===== src/rtl/ext_ram_reader.sv =====
// Read-side master for a 4-bit serial external RAM: serialises command and address
// nibbles, waits the fixed read latency, then reassembles returned nibbles into words.
module ext_ram_reader #(
  parameter int READ_LATENCY = 10,
  parameter int GAP_CYCLES   = 2,
  parameter int MAX_LEN_BITS = 4
) (
  input  logic                    clk,
  input  logic                    rst_n,
  input  logic                    req_valid,
  output logic                    req_ready,
  input  logic [15:0]             req_addr,
  input  logic [MAX_LEN_BITS-1:0] req_len,
  input  logic                    abort,
  output logic [3:0]              addr_pins,
  input  logic [3:0]              data_pins,
  output logic                    out_valid,
  output logic [15:0]             out_data,
  output logic [15:0]             out_addr,
  output logic                    out_last,
  output logic                    busy
);

  localparam logic [3:0] CMD_READ = 4'h1;

  // One counter serves the address-nibble index, the latency wait and the gap.
  localparam int CNT_MAX_A = (READ_LATENCY > GAP_CYCLES) ? READ_LATENCY : GAP_CYCLES;
  localparam int CNT_MAX   = (CNT_MAX_A > 4) ? CNT_MAX_A : 4;
  localparam int CNT_W     = $clog2(CNT_MAX + 1);

  typedef enum logic [2:0] {
    S_IDLE,
    S_CMD,
    S_ADDR,
    S_WAIT,
    S_DATA,
    S_GAP
  } state_t;

  state_t                  state;
  logic [CNT_W-1:0]        cnt;
  logic [15:0]             addr_q;
  logic [15:0]             word_addr;
  logic [MAX_LEN_BITS-1:0] len_q;
  logic [MAX_LEN_BITS-1:0] word_idx;
  logic [1:0]              nib_cnt;
  logic [11:0]             shreg;
  logic [3:0]              addr_nibble;

  // NOTE: every always_comb output gets a default first so no path leaves it unassigned (no latch).
  always_comb begin
    addr_nibble = addr_q[3:0];
    case (cnt[1:0])
      2'd0:    addr_nibble = addr_q[15:12];
      2'd1:    addr_nibble = addr_q[11:8];
      2'd2:    addr_nibble = addr_q[7:4];
      default: addr_nibble = addr_q[3:0];
    endcase
  end

  // NOTE: state uses non-blocking assignments so every register updates from pre-edge values.
  // NOTE: the datapath registers are reset too, so a burst cut by rst_n leaves no stale word.
  always_ff @(posedge clk or negedge rst_n) begin
    if (!rst_n) begin
      state     <= S_IDLE;
      cnt       <= '0;
      addr_q    <= '0;
      word_addr <= '0;
      len_q     <= '0;
      word_idx  <= '0;
      nib_cnt   <= '0;
      shreg     <= '0;
      addr_pins <= '0;
      req_ready <= 1'b1;
      busy      <= 1'b0;
      out_valid <= 1'b0;
      out_data  <= '0;
      out_addr  <= '0;
      out_last  <= 1'b0;
    end else begin
      out_valid <= 1'b0;
      case (state)
        S_IDLE: begin
          if (req_valid) begin
            addr_q    <= req_addr;
            word_addr <= req_addr;
            len_q     <= req_len;
            word_idx  <= '0;
            nib_cnt   <= '0;
            cnt       <= '0;
            addr_pins <= CMD_READ;
            req_ready <= 1'b0;
            busy      <= 1'b1;
            state     <= S_CMD;
          end
        end

        S_CMD: begin
          if (abort) begin
            addr_pins <= '0;
            cnt       <= CNT_W'(GAP_CYCLES - 1);
            state     <= S_GAP;
          end else begin
            addr_pins <= addr_nibble;
            cnt       <= CNT_W'(1);
            state     <= S_ADDR;
          end
        end

        // cnt counts nibbles already on the pins; the fourth one occupies the last ADDR cycle.
        S_ADDR: begin
          if (abort) begin
            addr_pins <= '0;
            cnt       <= CNT_W'(GAP_CYCLES - 1);
            state     <= S_GAP;
          end else if (cnt != CNT_W'(4)) begin
            addr_pins <= addr_nibble;
            cnt       <= cnt + 1'b1;
          end else begin
            addr_pins <= '0;
            if (READ_LATENCY > 1) begin
              cnt   <= CNT_W'(READ_LATENCY - 2);
              state <= S_WAIT;
            end else begin
              state <= S_DATA;
            end
          end
        end

        S_WAIT: begin
          if (abort) begin
            cnt   <= CNT_W'(GAP_CYCLES - 1);
            state <= S_GAP;
          end else if (cnt == '0) begin
            state <= S_DATA;
          end else begin
            cnt <= cnt - 1'b1;
          end
        end

        // An abort wins over a word completing on the same edge: that word is dropped.
        S_DATA: begin
          if (abort) begin
            cnt   <= CNT_W'(GAP_CYCLES - 1);
            state <= S_GAP;
          end else begin
            shreg   <= {shreg[7:0], data_pins};
            nib_cnt <= nib_cnt + 1'b1;
            if (nib_cnt == 2'd3) begin
              out_valid <= 1'b1;
              out_data  <= {shreg, data_pins};
              out_addr  <= word_addr;
              out_last  <= (word_idx == len_q);
              word_addr <= word_addr + 16'd1;
              word_idx  <= word_idx + 1'b1;
              if (word_idx == len_q) begin
                cnt   <= CNT_W'(GAP_CYCLES - 1);
                state <= S_GAP;
              end
            end
          end
        end

        S_GAP: begin
          if (cnt == '0) begin
            req_ready <= 1'b1;
            busy      <= 1'b0;
            state     <= S_IDLE;
          end else begin
            cnt <= cnt - 1'b1;
          end
        end

        default: begin
          addr_pins <= '0;
          req_ready <= 1'b1;
          busy      <= 1'b0;
          state     <= S_IDLE;
        end
      endcase
    end
  end

endmodule


===== config.mk =====
export PLATFORM = sky130hd
export DESIGN_NAME = ext_ram_reader
export DESIGN_NICKNAME = d
export VERILOG_FILES = /design/src/rtl/ext_ram_reader.sv
export SDC_FILE = /design/constraint.sdc
export NUM_CORES = 1
export LEC_CHECK = 0
export BUFFER_PORTS_ARGS = -buffer_cell sky130_fd_sc_hd__buf_2
export CAP_MARGIN = 20
export CORE_MARGIN = 5
export CORE_UTILIZATION = 25
export CTS_CLUSTER_SIZE = 30
export DETAILED_ROUTE_END_ITERATION = 8
export SLEW_MARGIN = 20
export SYNTH_ARGS = -nofsm -noshare
export SYNTH_HDL_FRONTEND = slang
export SYNTH_SLANG_ARGS = --single-unit

===== constraint.sdc =====
create_clock -name clk -period 2.9 [get_ports clk]
set_input_delay 0.58 -clock clk [delete_from_list [all_inputs] [get_ports clk]]
set_output_delay 0.58 -clock clk [all_outputs]
set_load 0.01 [all_outputs]

Word-level counts from Yosys, hierarchy flattened. Index checks and enable logic that the tools add are counted.

Flip-flop bits (word level): 101. Latch bits: 0. RAM bits: 0. Bits in read-only memories: 0. Word-level logic and storage cells: 102. Memories: 0.

Add/subtract/negate cells: 5. Multipliers: 0. Divide/modulo/power cells: 0. Magnitude comparators: 0. Eq/ne operators: 18. Shift operators: 0. Multiplexer cells: 45. Bitwise operators: 3. Reductions and logical operators: 16.

Operators by type and width (number): 4-bit two-way mux (14); 16-bit two-way mux (3); 16-bit one-hot mux with 2 select lines (1); 3-bit two-way mux (10); 4-bit one-hot mux with 6 select lines (1); 3-bit one-hot mux with 6 select lines (1); 16-bit by 1-bit adder with 16-bit output, second input constant (1); 4-bit one-hot mux with 4 select lines (1); 3-bit inequality test, second input constant (4); 4-bit one-hot mux with 3 select lines (1); 3-bit AND reduction (3); 4-bit by 1-bit adder with 4-bit output, second input constant (2); 2-bit inequality test, second input constant (4); 4-bit one-hot mux with 2 select lines (1); 4-bit AND reduction (2); 1-bit two-way mux (7); 3-bit by 2-bit equality test with 1-bit output, second input constant (2); 3-bit equality test, second input constant (2); 1-bit one-hot mux with 3 select lines (2); 2-bit AND reduction (3); 6-bit AND reduction (1); 6-bit nonzero test (1); 2-bit equality test, second input constant (2); 4-bit equality test (1); 14 further kinds (17).

Depth between registers and ports, before layout. Gate-level depths: netlist of run 1.

Depth after elaboration: 5. Mapped depth: 8. Depth with buffers taken out: 7.

Worst setup path before layout of run 1. Ideal clock, no wire load.

Path kind: register to register. Start point: register cnt[0]. End point: register cnt[3]. Arrival time: 1.809 ns. Data required time: 2.776 ns. Setup slack: 0.967 ns. Stages on the path, launching flop included: 8. Cells stage by stage: dfrtp_1 inv_1 ha_1 or3b_1 nand2_1 or2_2 o21ai_1 a211o_1.

Longest elaborated chain between the ends: 4. Elaborated cells on any way between the ends: 9. Classes of those cells: add/sub (2); eq/ne (1); mux (5); reduce/logical (1).

RTL lines: start, declared (line 41) `logic [CNT_W-1:0] cnt;`; start signal, assigned (line 101) `cnt <= CNT_W'(GAP_CYCLES - 1);`; start signal, assigned (line 114) `cnt <= CNT_W'(GAP_CYCLES - 1);`; start signal, assigned (line 118) `cnt <= cnt + 1'b1;`; 4-bit by 1-bit subtractor with 4-bit output, or another cell as far along (line 137, 170); 4-bit two-way mux (on tied branches) (line 134, 165, 116); 4-bit two-way mux (on tied branches) (line 131, 112); 4-bit one-hot mux with 6 select lines * (line 82) `case (state)`.

Mark *: on every way between the ends. The rest lies on a longest branch, timed or not. A chain may end at the register's enable or synchronous reset.

Worst setup path in the final report of run 1.
Start point: register state[0]. End point: register word_addr[13].

Longest elaborated chain between the ends: 3. Elaborated cells on any way between the ends: 8. Classes of those cells: eq/ne (4); mux (1); reduce/logical (3).

RTL lines: start, declared (line 40) `state_t state;`; start signal, assigned (line 65) `state <= S_IDLE;`; start signal, assigned (line 94) `state <= S_CMD;`; start signal, assigned (line 102) `state <= S_GAP;`; 3-bit equality test / 3-bit logical NOT (equally long branches) (line 82); 2-bit inequality test (no line) / 2-bit nonzero test (equally long branches); 4-bit AND reduction (no line); end signal, assigned (line 86) `word_addr <= req_addr;`; end signal, assigned (line 154) `word_addr <= word_addr + 16'd1;`; end, declared (line 43) `logic [15:0] word_addr;`.

Several ways; a longest one is shown, not always the timed one.

==> results of run 1 <==
## final timing paths
path	cells after the start	from	endpoint	slack (ns)
max in group asynchronous	2	rst_n	req_ready	1.96
min	1	rst_n	out_data[3]	0.20
max reg2reg	4	state[0]	word_addr[13]	0.66
min reg2reg	2	out_data[3]	out_data[3]	0.47
max	4	state[0]	word_addr[13]	0.66
min in group clk	3	req_len[1]	len_q[1]	0.42
## flip-flops by register name, summed over array words and instances (netlist names), 2 cells and up
register,flops
addr_pins,4
addr_q,16
cnt,4
len_q,4
nib_cnt,2
out_addr,16
out_data,16
shreg,12
state,3
word_addr,16
word_idx,4
## worst reg2reg max path, delay by kind of cell, from the launching register on
kind	cells	cell delay, ns
simple gates	2	0.97
flops	1	0.59
compound gates	2	0.53
## cells by family (layout without fill, tap and decap cells)
family          after synthesis  after routing  synth area share [%]
buf+inv                      32             97                  3.04
xor+xnor                      7              7                  1.29
simple gates                292            292                  26.2
flops                       101            101                  53.4
fa+ha+maj                     8              8                  2.11
mux                           1              1                 0.317
compound gates               93             93                  13.6
## through the flow
| stage | total power, uW | std cells | hold WS [ns] |
|---|---|---|---|
| after floorplan | 3700 | 534 | 0.284 |
| after global placement | 4290 | 817 | 0.457 |
| after detailed placement | 4300 | 817 | 0.457 |
| after CTS | 5610 | 833 | 0.226 |
| after global routing | 6000 | 833 | 0.251 |
| final | 5550 | 833 | 0.204 |
## synth_stat cells, drive strengths merged (4+ instances only)
cell type  count
a222oi         4
o21ai         23
nor2          33
o22ai          5
ha             8
nand2        219
nor3           4
nand3          9
buf           16
xor2           6
dfrtp        100
nor2b          5
a21oi         21
a22o           4
inv            7
clkbuf         9
## power by group
part           switching (uW)  internal (uW)
Combinational            1090            789
Clock                     556            728
Sequential                487           1900
Total                    2130           3420
## layout make-up
| cell class | count | area, um2 | share of cell area [%] |
|---|---|---|---|
| clock buffer | 11 | 253 | 4.49 |
| clock inverter | 5 | 63.8 | 1.13 |
| inverter | 7 | 26.3 | 0.467 |
| multi-input combinational | 401 | 2060 | 36.6 |
| sequential | 101 | 2530 | 44.9 |
| tap | 234 | 293 | 5.20 |
| timing repair buffer | 74 | 403 | 7.16 |
## cells in the final DEF, fill, tap and decap left out, types with 4 or more instances in the layout
| cell | synthesis | routed |
|---|---|---|
| xor2_1 | 6 | 6 |
| o22ai_1 | 5 | 5 |
| inv_1 | 6 | 6 |
| a222oi_1 | 4 | 4 |
| nand3_1 | 8 | 8 |
| buf_2 | 13 | 66 |
| clkbuf_16 | 0 | 9 |
| nor2_1 | 32 | 32 |
| a22o_1 | 4 | 4 |
| dfrtp_1 | 100 | 100 |
| nor2b_1 | 5 | 5 |
| buf_4 | 2 | 7 |
| ha_1 | 8 | 8 |
| o21ai_1 | 8 | 8 |
| nand2_1 | 218 | 218 |
| a21oi_1 | 21 | 21 |
| o21ai_0 | 13 | 13 |
| nor3_1 | 4 | 4 |
## routing by layer
metal	part of all wire, %	wire length [um]	up-vias	track usage, %
li1	-	-	1913	-
met1	47	5690	1849	16.1
met2	46	5550	83	17.5
met3	5.9	709	17	2.76
met4	1.3	153	0	2.80
met5	0	0	-	0
==> out/results.txt, run 1 <==
clock-pin slew on the worst setup and hold paths -> 0.07 ns
slowest stage delay, CP -> 0.61 ns
GRT overflow -> 0
FILL cells -> 1959
via/cell ratio -> 4.64
cell area after synthesis -> 4730 um2
Worst Tran Pin Value -> 0.799 ns
register area share after synthesis -> 53.4%
maximum vdd drop -> 374 uV
Antenna diodes -> 0
RSZ-0062 raised after global routing -> no
Leak Pwr -> 0.00287 uW
utilization after layout -> 30.1%
Tot GR Track Use -> 11.4%
vias in the first global route -> 3807
syn avg cell area -> 8.87 um2
top post-synthesis cells by area -> dfrtp_1 (53%), nand2_1 (17%), nor2_1 (2.5%)
Setup crit start kind -> flip-flop
Post-CTS Resized -> 0
Post-synth EDFFs -> 0
CP top delay family -> simple AND/OR/NAND/NOR gates
clock sinks -> 101
max-slew violations -> 0
final setup fails -> 0
synthesis-to-layout area growth -> 18.9%
critical setup path kind -> reg -> reg
GP Congestion -> 0.816
async set or reset register ratio after synthesis -> 100%
critical path arrival -> 2.43 ns
DRT Wirelength -> 12100 um
CP Max Fanout -> 17
cell taking the most area after synthesis -> dfrtp_1
CTS Buffer Depth -> 2
Synth top area share -> 52.9%
Core ar. -> 18700 um2
fin area -> 5630 um2
worst path bufs/invs -> 0
DRC Markers -> 0
cts-stage hold buffer count -> 0
share of cells above drive strength 1 -> 17.7%
headroom to the max-slew limit -> 46.6%
Final WS setup -> 0.662 ns
largest net degree at the start of global routing -> 63
Root Buffer -> clkbuf_16
initial antenna violation count -> 0
vias after detailed routing -> 3862
kind of end point of the critical path -> flip-flop
first-pass GRT wire length -> 20100 um
Die Wd -> 148 um
Post-Synthesis Cells -> 534
CP max stage cell -> nand3b_1
Clock Latency Late Sink -> 0.35 ns
total negative slack -> 0 ns
Fin. Hold Viols -> 0
Worst EP required -> 3.09 ns
# IOs -> 68
DP Area -> 5310 um2
Die H -> 148 um
max_cap viols -> 0
Yosys warnings -> 0
Critical Path, Cell by Cell -> nor2_2, nand3b_1, o21ai_0, a311oi_2
mean routed wirelength per cell -> 14.5 um
Synth cell types -> 65
row cnt -> 50
postcts setup bufs -> 0
post-route ant nets -> 0
Post-Place Setup Slack -> 0.692 ns
syn nets -> 570
H-tree Lvls -> 3
Die Footprint -> 21800 um2
Final Cycle Share -> 77.2%
Num CTS Buffers -> 9
Max Freq -> 447 MHz
pwr/cell area -> 986 nW/um2
Starting Density -> 25.3%
status -> finished, final reports clean
nets -> 630
minimum clock period -> 2.24 ns
number of synthesized register bits -> 101
Main synth FF type -> dfrtp_1
IO buf count -> 67
DR pass1 iterations -> 5
CTS tree -> built
drt initial violations -> 369
Final Skew -> 0.00929 ns
hpwl dp -> 8720 um
hold crit path type -> in -> async
Power figures use the tool's default switching activity.
==> run 2, diff against run 1 <==
Clock period 2.9 ns to 2 ns, I/O delays scaled along.
==> out/results.txt, run 2 (synthesis gave the netlist of run 1 again) <==
grt peak-use layer -> met2
share of cells above drive strength 1 -> 20.0% (+2.3 points)
Final Skew -> 0.00980 ns (+0.000512 ns)
Num CTS Buffers -> 9 (unchanged)
vias after detailed routing -> 3899 (+0.96%)
DRC Markers -> 0 (unchanged)
row cnt -> 50 (unchanged)
RSZ-0062 raised after global routing -> no
status -> finished, final reports clean
Core ar. -> 18700 um2 (unchanged)
Clock Latency Late Sink -> 0.34 ns (about the same)
IO buf count -> 67 (unchanged)
CP max stage cell -> or3b_4
first-pass GRT wire length -> 20500 um (+1.9%)
H-tree Lvls -> 3 (unchanged)
critical path arrival -> 2.13 ns (-0.30 ns)
minimum clock period -> 1.89 ns (-0.346 ns)
max_cap viols -> 0 (unchanged)
met1 Track Usage GR -> 16.6% (+0.46 points)
GRT overflow -> 0 (unchanged)
met2 GRT Util -> 18.4% (+0.83 points)
clock-pin slew on the worst setup and hold paths -> 0.07 ns (about the same)
Tot GR Track Use -> 11.6% (+0.25 points)
slowest stage delay, CP -> 0.44 ns (-0.17 ns)
max-slew violations -> 0 (unchanged)
Die Footprint -> 21800 um2 (unchanged)
clock sinks -> 101 (unchanged)
hpwl dp -> 8980 um (+3.0%)
DR pass1 iterations -> 4 (-1)
DRT Wirelength -> 12400 um (+2.4%)
most common cell after layout, fill and taps aside -> nand2_1
Die H -> 148 um (unchanged)
CTS Buffer Depth -> 2 (unchanged)
largest net degree at the start of global routing -> 45 (-29%)
pwr/cell area -> 1420 nW/um2 (+44%)
mean routed wirelength per cell -> 14.6 um (+0.49%)
nets -> 647 (+2.7%)
Int Pwr -> 5110 uW (+49%)
synthesis-to-layout area growth -> 22.1%
Leak Pwr -> 0.00295 uW (+2.9%)
hold crit path type -> in -> async
headroom to the max-slew limit -> 64.6% (+18 points)
Switch Pwr -> 3120 uW (+46%)
final setup fails -> 0 (unchanged)
CTS tree -> built
GR Layer Usage met3 -> 2.58% (-0.18 points)
vias in the first global route -> 3833 (+0.68%)
Fin. Hold Viols -> 0 (unchanged)
Sw Share -> 37.9% (-0.49 points)
Seq pwr share -> 40.6% (-2.5 points)
Post-CTS Resized -> 0 (unchanged)
maximum vdd drop -> 553 uV (+48%)
Worst Tran Pin Value -> 0.532 ns (-0.267 ns)
Comb pwr share -> 37.6% (+3.8 points)
Die Wd -> 148 um (unchanged)
cts-stage hold buffer count -> 0 (unchanged)
Root Buffer -> clkbuf_16
Worst EP required -> 2.23 ns (-0.86 ns)
Setup crit start kind -> flip-flop
via/cell ratio -> 4.59 (-0.94%)
postcts setup bufs -> 0 (unchanged)
drt initial violations -> 304 (-18%)
Clock Power Share -> 21.7% (-1.4 points)
CP Max Fanout -> 5 (-12)
FILL cells -> 1957 (-0.10%)
Critical Path, Cell by Cell -> inv_1, ha_1, or3b_4, nand2_1, or2_2, o21ai_1, a211o_1
Min Hold Slack -> 0.0315 ns (-0.173 ns)
Max Freq -> 528 MHz (+18%)
critical setup path kind -> reg -> reg
total negative slack -> 0 ns (unchanged)
GP Congestion -> 0.830 (+1.7%)
Final Cycle Share -> 94.6% (+17 points)
initial antenna violation count -> 0 (unchanged)
# IOs -> 68 (unchanged)
post-route ant nets -> 0 (unchanged)
kind of end point of the critical path -> flip-flop
Starting Density -> 25.3% (unchanged)
Antenna diodes -> 0 (unchanged)
most frequent cells in the layout -> nand2_1 (218), dfrtp_1 (100), buf_2 (66)
-- run 2: power groups by stage --
| stage | clock network, uW | logic (uW) | registers (uW) |
|---|---|---|---|
| 2_1_floorplan | 0 | 2060 | 3310 |
| 3_3_place_gp | 0 | 3070 | 3370 |
| 3_5_place_dp | 0 | 3100 | 3370 |
| 4_1_cts | 1830 | 3120 | 3340 |
| 5_1_grt | 1920 | 3530 | 3460 |
| 6_report | 1790 | 3100 | 3340 |
-- run 2: worst max-delay path: cells and delay by family, from the launching register on --
kind / cells / cell delay [ns]
AND/OR/NAND/NOR: 3 / 0.69
adder cells (fa/ha/maj): 1 / 0.25
flip-flops: 1 / 0.38
AO/OA/AOI/OAI: 2 / 0.37
buffers and inverters: 1 / 0.10
-- run 2: cell type report --
| type | count | area (um2) | share of cell area, % |
|---|---|---|---|
| sequential | 101 | 2530 | 43.8 |
| multi-input combinational | 401 | 2060 | 35.7 |
| timing repair buffer | 91 | 568 | 9.83 |
| tap | 234 | 293 | 5.07 |
| clock buffer | 10 | 239 | 4.14 |
| clock inverter | 5 | 60.1 | 1.04 |
| inverter | 7 | 26.3 | 0.455 |
-- run 2: per-layer routing --
layer | vias to the layer above | share of wire (%)
li1 | 1952 | -
met1 | 1856 | 48
met2 | 83 | 47
met3 | 8 | 4.6
met4 | 0 | 0.65
met5 | - | 0
-- run 2: path summary, 6_finish.rpt --
check	startpoint	to	slack (ns)	cells past startpoint
worst max-delay path	cnt[1]	cnt[3]	0.11	7
worst min-delay path	rst_n	out_data[7]	0.03	1
worst max register to register	cnt[1]	cnt[3]	0.11	7
worst min register to register	out_addr[10]	out_addr[10]	0.47	2
max in group asynchronous	rst_n	req_ready	1.37	2
min in group clk	req_len[0]	len_q[0]	0.25	3
-- run 2: through the flow --
stage | std cells | setup slack, ns | power [uW] | utilization, % | cell area, um2
finish | 849 | 0.107 | 8230 | 30.9 | 5780
global route | 849 | 0.000533 | 8900 | 30.9 | 5780
CTS | 849 | 0.0792 | 8290 | 30.9 | 5780
detailed placement | 834 | 0.0914 | 6470 | 29.3 | 5480
global placement | 834 | 0.171 | 6450 | 29.3 | 5480
floorplan | 534 | 0.0670 | 5370 | - | 4730
==> run 3, diff against run 2 <==
==> constraint.sdc (replaced) <==
create_clock -name clk -period 2 [get_ports clk]
set_input_delay 0.2 -clock clk [delete_from_list [all_inputs] [get_ports clk]]
set_output_delay 0.2 -clock clk [all_outputs]
set_load 0.01 [all_outputs]
==> out/results.txt, run 3 (synthesis gave the netlist of run 1 again) <==
vias after detailed routing -> 3901 (+0.051%)
kind of end point of the critical path -> flip-flop
Final Cycle Share -> 93.3% (-1.4 points)
drt initial violations -> 350 (+15%)
worst hold start -> req_len[1]
clock sinks -> 101 (unchanged)
Worst EP required -> 2.24 ns (about the same)
synthesis-to-layout area growth -> 21.5%
nets -> 646 (-0.15%)
initial antenna violation count -> 0 (unchanged)
maximum vdd drop -> 419 uV (-24%)
FILL cells -> 1970 (+0.66%)
Die Wd -> 148 um (unchanged)
Max Freq -> 536 MHz (+1.5%)
worst r2r src -> cnt[1]
CTS tree -> built
minimum clock period -> 1.87 ns (-0.0277 ns)
mean routed wirelength per cell -> 14.4 um (-1.1%)
Fin. Hold Viols -> 0 (unchanged)
DRT Wirelength -> 12300 um (-1.1%)
R2R cell count -> 7 (unchanged)
Leak Pwr -> 0.00294 uW (-0.51%)
utilization after layout -> 30.8% (-0.14 points)
Min Hold Slack -> 0.0353 ns (+0.00381 ns)
first-pass GRT wire length -> 19900 um (-2.8%)
CP Max Fanout -> 5 (unchanged)
Starting Density -> 25.3% (unchanged)
Setup crit start kind -> flip-flop
GRT overflow -> 0 (unchanged)
via/cell ratio -> 4.59 (about the same)
slowest stage delay, CP -> 0.42 ns (-0.02 ns)
Core ar. -> 18700 um2 (unchanged)
critical setup path kind -> reg -> reg
critical path arrival -> 2.10 ns (-0.03 ns)
status -> finished, final reports clean
most frequent cells in the layout -> nand2_1 (218), dfrtp_1 (100), buf_2 (66)
share of cells above drive strength 1 -> 19.8% (-0.16 points)
total negative slack -> 0 ns (unchanged)
most common cell after layout, fill and taps aside -> nand2_1
final setup fails -> 0 (unchanged)
# IOs -> 68 (unchanged)
Tot GR Track Use -> 11.4% (-0.26 points)
DRC Markers -> 0 (unchanged)
hold path depth -> 3
pwr/cell area -> 1420 nW/um2 (about the same)
worst-case hold path end point -> len_q[1]
Clock Latency Late Sink -> 0.35 ns (about the same)
RSZ-0062 raised after global routing -> no
Die Footprint -> 21800 um2 (unchanged)
Antenna diodes -> 0 (unchanged)
max_cap viols -> 0 (unchanged)
CP max stage cell -> or3b_4
Die H -> 148 um (unchanged)
CTS Buffer Depth -> 2 (unchanged)
max-slew violations -> 0 (unchanged)
Root Buffer -> clkbuf_16
GP Congestion -> 0.853 (+2.8%)
Worst Tran Pin Value -> 0.602 ns (+0.0708 ns)
H-tree Lvls -> 3 (unchanged)
Critical Path, Cell by Cell -> inv_1, ha_2, or3b_4, nand2_1, or2_2, o21ai_1, a211o_1
Final Skew -> 0.00927 ns (-0.000524 ns)
clock-pin slew on the worst setup and hold paths -> 0.07 ns (about the same)
Num CTS Buffers -> 9 (unchanged)
hpwl dp -> 8810 um (-1.9%)
worst reg-to-reg setup slack -> 0.13 ns (+0.03 ns)
post-route ant nets -> 0 (unchanged)
headroom to the max-slew limit -> 59.8% (-4.7 points)
row cnt -> 50 (unchanged)
largest net degree at the start of global routing -> 102 (+130%)
DR pass1 iterations -> 5 (+1)
IO buf count -> 67 (unchanged)
vias in the first global route -> 3766 (-1.7%)
reg2reg end -> cnt[3]
hold crit path type -> in -> reg
-- run 3: worst max-delay path, delay by kind of cell (launching register included) --
| family | cells | cell delay (ns) |
|---|---|---|
| AND/OR/NAND/NOR | 3 | 0.68 |
| flip-flops | 1 | 0.38 |
| AO/OA/AOI/OAI | 2 | 0.37 |
| adder cells (fa/ha/maj) | 1 | 0.22 |
| buffers and inverters | 1 | 0.11 |
-- run 3: final cells by class --
| class | count | area [um2] | area share, % |
|---|---|---|---|
| Clock buffer | 10 | 229 | 3.98 |
| Clock inverter | 6 | 71.3 | 1.24 |
| Inverter | 7 | 26.3 | 0.457 |
| Multi-Input combinational cell | 401 | 2070 | 35.9 |
| Sequential cell | 101 | 2530 | 44.0 |
| Tap cell | 234 | 293 | 5.09 |
| Timing Repair Buffer | 90 | 538 | 9.35 |
-- run 3: worst max path at each step --
stage	slack, ns	to	startpoint	cells after the start
after global routing	0.009	cnt[1]	word_idx[0]	5
after CTS	0.07	cnt[3]	cnt[1]	7
after global placement	0.12	cnt[3]	cnt[1]	7
after detailed placement	0.09	cnt[3]	cnt[1]	7
after floorplan	0.07	cnt[3]	cnt[0]	7
final	0.13	cnt[3]	cnt[1]	7
-- run 3: stage by stage --
step           cells  area, um2  total power [uW]  setup WS [ns]
2_1_floorplan    534       4730              5370         0.0670
3_3_place_gp     832       5440              6400          0.117
3_5_place_dp     832       5440              6440         0.0878
4_1_cts          849       5750              8260         0.0709
5_1_grt          849       5750              8810        0.00884
6_report         849       5750              8190          0.135
-- run 3: per-layer routing --
layer	GRT usage, %	routed length [um]	vias up
met5	0	0	-
met4	2.24	71	0
met3	3.03	562	7
met2	17.9	5750	85
met1	15.8	5880	1863
li1	-	-	1946
-- run 3: repair_timing --
item	CTS	global route
resized for setup	0	2
buffers inserted	0	0
hold buffers	1	0
hold endpoints to repair	100	0
setup endpoints to repair	0	3
-- run 3: power by group --
part | internal, uW | switching [uW] | total, uW | leakage (uW)
Clock | 985 | 804 | 1790 | 0.000145
Combinational | 1320 | 1750 | 3060 | 0.00149
Sequential | 2760 | 580 | 3340 | 0.00131
Total | 5060 | 3130 | 8190 | 0.00294
